$ cat src/rtl/tree_merge_arbiter.sv
// rtl/tree_merge_arbiter.sv - 2:1 round-robin merge of two child ports onto one registered parent port
// Optional idle gating (gate_en port, idle counter) is enabled by defining TREE_GATE_EN.
module tree_merge_arbiter #(
    parameter int WIDTH_packet = 28,
    parameter int WIDTH_addr   = 3,
    parameter int WIDTH_dest   = 3,
    parameter int WIDTH        = WIDTH_packet + WIDTH_addr + WIDTH_dest,
    parameter int IDLE_CYCLES  = 4
) (
    input  logic             clk,
    input  logic             rst,
    input  logic             in0_valid,
    output logic             in0_ready,
    input  logic [WIDTH-1:0] in0_data,
    input  logic             in1_valid,
    output logic             in1_ready,
    input  logic [WIDTH-1:0] in1_data,
    output logic             out_valid,
    input  logic             out_ready,
    output logic [WIDTH-1:0] out_data,
    output logic             grant_id
`ifdef TREE_GATE_EN
    ,
    output logic             gate_en
`endif
);

    logic prio;
    logic can_load;
    logic winner;
    logic accept;

    // Same-cycle arbitration; only valids and prio steer the readies, never the loser's data.
    // Readies are forced low while rst is held so nothing is taken during reset.
    always_comb begin
        can_load  = !out_valid || out_ready;
        winner    = (in0_valid && in1_valid) ? prio : in1_valid;
        in0_ready = !rst && can_load && in0_valid && !winner;
        in1_ready = !rst && can_load && in1_valid && winner;
        accept    = in0_ready || in1_ready;
    end

    // One-entry output register: reload on accept (also covers drain+reload), clear on pure drain.
    always_ff @(posedge clk or posedge rst) begin
        if (rst) begin
            out_valid <= 1'b0;
            out_data  <= '0;
            grant_id  <= 1'b0;
            prio      <= 1'b0;
        end else if (accept) begin
            out_data  <= winner ? in1_data : in0_data;
            out_valid <= 1'b1;
            grant_id  <= winner;
            prio      <= ~winner;
        end else if (out_valid && out_ready) begin
            out_valid <= 1'b0;
        end
    end

`ifdef TREE_GATE_EN
    localparam int CW = $clog2(IDLE_CYCLES + 1);
    localparam logic [CW-1:0] IDLE_MAX = CW'(IDLE_CYCLES);

    logic [CW-1:0] idle_cnt;
    logic          idle;

    // Idle means nothing offered by either child and nothing waiting for the parent.
    always_comb begin
        idle    = !in0_valid && !in1_valid && !out_valid;
        gate_en = (idle_cnt != IDLE_MAX) || in0_valid || in1_valid;
    end

    // Saturating count of consecutive idle cycles; any activity restarts it.
    always_ff @(posedge clk or posedge rst) begin
        if (rst) begin
            idle_cnt <= '0;
        end else if (idle) begin
            if (idle_cnt != IDLE_MAX) begin
                idle_cnt <= idle_cnt + 1'b1;
            end
        end else begin
            idle_cnt <= '0;
        end
    end
`endif

endmodule
$ cat config.mk
export PLATFORM = sky130hd
export DESIGN_NAME = tree_merge_arbiter
export DESIGN_NICKNAME = d
export VERILOG_FILES = /design/src/rtl/tree_merge_arbiter.sv
export SDC_FILE = /design/constraint.sdc
export NUM_CORES = 1
export LEC_CHECK = 0
export BUFFER_PORTS_ARGS = -buffer_cell sky130_fd_sc_hd__buf_2
export CAP_MARGIN = 10
export CORE_MARGIN = 3
export CORE_UTILIZATION = 41
export DETAILED_ROUTE_END_ITERATION = 16
export PLACE_DENSITY = 0.86
export SYNTH_ARGS = -nofsm -noshare
export SYNTH_HDL_FRONTEND = slang
export SYNTH_SLANG_ARGS = --single-unit
$ cat constraint.sdc
create_clock -name clk -period 1.8 [get_ports clk]
set_input_delay 0.09 -clock clk [delete_from_list [all_inputs] [get_ports clk]]
set_output_delay 0.09 -clock clk [all_outputs]
set_load 0.005 [all_outputs]
==> metrics.txt, run 1 <==
status=finished clean; top cells by area, synth=dfrtp_1, o221a_1, o31ai_2; Starting Density=0.438; routed vias/inst=5.09; top cells by count, synth=dfrtp_1, inv_1, o221a_1; Finished Core Util=0.564; vias in the first global route=1752; Syn Nets=246; Layout area overhead=28.8%; R2R cell count=3; fmax=601 MHz; TritonCTS clock tree=yes; CP Max Fanout=35; cell taking the most area after synthesis=dfrtp_1; Synth Cell Area=2140 um2; gpl congestion=0.684; number of synthesized flops with an enable pin=0; FF+latch count, synth=37; die height=78.2 um; Reg-to-Reg Start=out_valid; post-synthesis sequential area ratio=0.434; Synth cell types=25; Post CTS Setup Buffer Count=0; Synth top area share=0.434; Ys Warns=0; Final Critical Period=1660 ps; Total Wirelength=5.31 mm; worst rel slew slack=0.567; htree depth=2; first-pass GRT wire length=8.47 mm; Hold Path End=out_data[3]; RR Endpoint=out_data[28]; # diodes=0; Crit. End Element=output port; Worst-Margin Slew=647 ps; max_cap viols=0; final hold violation count=0; Worst Setup Start Kind=flip-flop; Synth Flop Type=dfrtp_1; Antenna Violating Nets Remaining=0; Worst Path Required=1710 ps; HP Start=in0_data[3]; post-placement cell area=2650 um2; global-route usage over all layers=0.172; Synth Instances=173; clock slew at reported path FFs=70 ps; largest net degree at the start of global routing=36; Power per Cell Area=895 nW/um2; NumNets Final=356; Clock Latency Late Sink=280 ps; RSZ-0062 raised after global routing=no; row count=25; Final setup viols=0; Non-Filler Instances=351; CTS root buffer=clkbuf_8; maximum vdd ir drop=0.456 mV; initial antenna violation count=0; clk buf depth=2; DP HPWL=3.89 mm; setup TNS=0 ps; total iterations of the first detailed-routing run=4; I/O Buffers=110; CTS Buf Count=5; clock skew=7.25 ps; Hold Path Depth=2; Static Leak=1.37 nW; cell count after placement=341; core box area=4880 um2; WS Path Type=reg -> out; Boundary Pins=111; Residual DRC=0; Hold WC Path Type=in -> reg; ys async rst share=1.00; via count=1788; crit path DAT=1570 ps; clock sinks=37; reg2reg setup slack=270 ps; most common cell in the synthesized netlist=dfrtp_1; gr ovfl total=0; share of cells above drive strength 1=0.560; Final Max Slew Viols=0; Routed WL per cell=15.1 um; Starting DRT DRC Count=64; Die ar.=6110 um2; DIE WIDTH=78.2 um; period utilisation layout=0.924; syn_area_per_cell=12.3 um2; Finished Cell Area=2750 um2
-- metrics by stage --
stage / total power [mW] / hold WS [ps] / setup WS, ps
after global placement: 1.90 / 212 / 190
final: 2.46 / 69.4 / 136
after detailed placement: 1.93 / 217 / 71.5
after floorplan: 1.62 / 151 / 433
after CTS: 2.49 / 61.4 / 40.4
after global routing: 2.63 / 67.1 / 20.8
-- registers in the layout, indices dropped and copies added (netlist names) --
signal     flops
prio           1
grant_id       1
out_valid      1
out_data      34
-- cell usage in the layout (no fill, tap or decap), types with 2 or more instances in the layout --
cell	count
a21oi_1	2
o31ai_1	11
buf_2	110
o221a_1	30
clkbuf_1	3
o221a_2	4
inv_1	36
buf_4	8
o31ai_2	23
dfrtp_1	37
clkbuf_8	5
nand2_1	2
nor2b_4	3
-- layout make-up --
class                   instances  area [um2]
fillers                       438        2130
flip-flops and latches         37         926
multi-input cells              83         901
repair buffers                119         621
inverters                      37         140
well taps                      67        83.8
clock buffers                   8        80.1
-- how the worst max path moves through the flow --
stage / end / start / depth (start not counted)
after CTS: out_data[29] / out_valid / 3
after floorplan: grant_id / rst / 4
after global routing: in0_ready / out_valid / 4
final: in0_ready / out_valid / 4
after global placement: out_data[30] / out_valid / 3
after detailed placement: out_data[30] / out_valid / 3
-- per-layer routing --
layer,track usage,routed length (um),vias up
met2,0.275,2480,74
met3,0.0470,457,2
li1,-,-,874
met4,0.0524,17,0
met1,0.228,2360,838
met5,0,0,-
-- critical path: stages, from the launching register on --
cell and delay, ps:
dfrtp_1 430, or2b_4 270, nand3_4 330, inv_1 130
buf_2 120
-- what timing repair did --
item                       in CTS  in global routing
gates resized for setup         0                  1
hold endpoints to repair       37                  0
hold buffers                    1                  0
setup endpoints to repair       0                 14
-- report_power, final --
part	total [mW]	internal [mW]	switching [mW]
Sequential	1.09	1.00	0.0894
Combinational	0.818	0.436	0.381
Clock	0.551	0.275	0.276
Total	2.46	1.72	0.747
-- cell families (layout without fill, tap and decap cells) --
group | Yosys count | count (layout) | share of synthesized area
buffers and inverters | 54 | 164 | 0.155
AOI/OAI and AO/OA | 72 | 72 | 0.364
and+or+nand+nor | 10 | 11 | 0.0475
DFF | 37 | 37 | 0.434
No activity file was read; power rests on OpenSTA's default activity.
==> run 2, diff against run 1 <==
==> constraint.sdc (replaced) <==
create_clock -name clk -period 1.5 [get_ports clk]
set_input_delay 0.075 -clock clk [delete_from_list [all_inputs] [get_ports clk]]
set_output_delay 0.075 -clock clk [all_outputs]
set_load 0.005 [all_outputs]
==> metrics.txt, run 2 (synthesis gave the netlist of run 1 again) <==
global-route usage over all layers=0.181 (+0.00881); max FFs per register=34 (unchanged); cell count after placement=343 (+0.59%); crit path DAT=1610 ps (+40 ps); reg2reg setup slack=60 ps (-210 ps); via count=1839 (+2.9%); Final Max Slew Viols=0 (unchanged); fmax=694 MHz; DIE WIDTH=78.2 um (unchanged); Starting DRT DRC Count=81 (+27%); clock skew=2.87 ps (-4.38 ps); CTS root buffer=clkbuf_8; worst setup margin=59.4 ps (-76.7 ps); Max stage delay on crit path=420 ps (about the same); Clock Latency Late Sink=280 ps (about the same); clk buf depth=2 (unchanged); initial antenna violation count=0 (unchanged); first-pass GRT wire length=8.81 mm (+4.1%); Static Leak=1.44 nW (+5.1%); Max stage delay cell, worst path=dfrtp_1; row count=25 (unchanged); Antenna Violating Nets Remaining=0 (unchanged); period utilisation layout=0.960; Worst Setup Start Kind=flip-flop; die height=78.2 um (unchanged); Residual DRC=0 (unchanged); most frequent cells in the layout=buf_2, dfrtp_1, inv_1; Total Wirelength=5.58 mm (+5.2%); CTS Buf Count=5 (unchanged); core box area=4880 um2 (unchanged); Die ar.=6110 um2 (unchanged); NumNets Final=365 (+2.5%); I/O Buffers=110 (unchanged); Top reg by flops=out_data; htree depth=2 (unchanged); # diodes=0 (unchanged); Boundary Pins=111 (unchanged); gr ovfl total=0 (unchanged); most common cell after layout, fill and taps aside=buf_2; share of cells above drive strength 1=0.590 (+0.0306); largest net degree at the start of global routing=24 (-33%); Final Critical Period=1440 ps; Starting Density=0.438 (unchanged); Crit. End Element=flip-flop; maximum vdd ir drop=0.498 mV (+9.0%); Power per Cell Area=1070 nW/um2 (+20%); Finished Core Util=0.591 (+0.0267); Hold WC Path Type=in -> reg; clock sinks=37 (unchanged); Routed WL per cell=15.5 um (+2.6%); Final setup viols=0 (unchanged); Non-Filler Instances=360 (+2.6%); routed vias/inst=5.11 (+0.28%); pre-CTS WS=-200 ps (-271 ps); Worst-Margin Slew=694 ps (+46.9 ps); Finished Cell Area=2880 um2 (+4.7%); worst rel slew slack=0.536 (-0.0313); TritonCTS clock tree=yes; sequence of cells on the critical path=or2b_4 -> nand4_4 -> buf_12 -> buf_4 -> o221a_2; setup TNS=0 ps (unchanged); post-placement cell area=2700 um2 (+2.0%); total iterations of the first detailed-routing run=4 (unchanged); vias in the first global route=1864 (+6.4%); WHS=55.8 ps (-13.6 ps); Layout area overhead=34.9%; status=finished clean; Tot Pwr=3.10 mW (+26%); WS Path Type=reg -> reg; final hold violation count=0 (unchanged); gpl congestion=0.706 (+3.3%); Worst Path Required=1670 ps (-40 ps); clock slew at reported path FFs=70 ps (about the same); CP Max Fanout=7 (-80%); max_cap viols=0 (unchanged); DP HPWL=3.87 mm (-0.48%)
==> run 2: changes by cell type in the layout (fill, tap and decap cells not counted), sizes merged <==
cell / delta
buf: +9
clkbuf: -1
clkinv: +1
==> run 2: worst paths after layout <==
path,startpoint,to,cells past startpoint
max,out_valid,out_data[28],5
min,in0_data[24],out_data[24],2
min reg2reg,prio,prio,1
max reg2reg,out_valid,out_data[28],5
max in group asynchronous,rst,out_data[26],4
min in group asynchronous,rst,out_data[27],3
==> run 2: power by group <==
| group | internal, mW | switching (mW) | total (mW) |
|---|---|---|---|
| logic | 0.559 | 0.468 | 1.03 |
| clock network | 0.415 | 0.337 | 0.752 |
| registers | 1.21 | 0.110 | 1.32 |
==> run 2: area by class of cell <==
type,instances,area (um2)
tap,67,83.8
inverter,37,140
fill,425,2000
timing repair buffer,128,729
clock inverter,1,5.00
clock buffer,7,96.3
sequential,37,926
multi-input combinational,83,901
==> run 2: critical path: cells and delay by family, from the launching register on <==
family,cells,cell delay (ps)
compound gates,1,260
buf+inv,2,300
flops,1,420
simple gates,2,350
==> run 2: timing repair <==
item,4_1_cts,5_1_grt
hold endpoints to repair,37,0
buffers inserted,0,7
setup endpoints to repair,34,2
gates cloned,1,0
hold buffers,1,0
gates resized for setup,2,2
pin swaps,1,1
==> run 2: routing by layer <==
| metal | share of wire | track usage | vias to the layer above |
|---|---|---|---|
| li1 | - | - | 889 |
| met5 | 0 | 0 | - |
| met2 | 0.48 | 0.301 | 91 |
| met3 | 0.093 | 0.0642 | 5 |
| met1 | 0.43 | 0.225 | 854 |
| met4 | 0.0054 | 0.0420 | 0 |
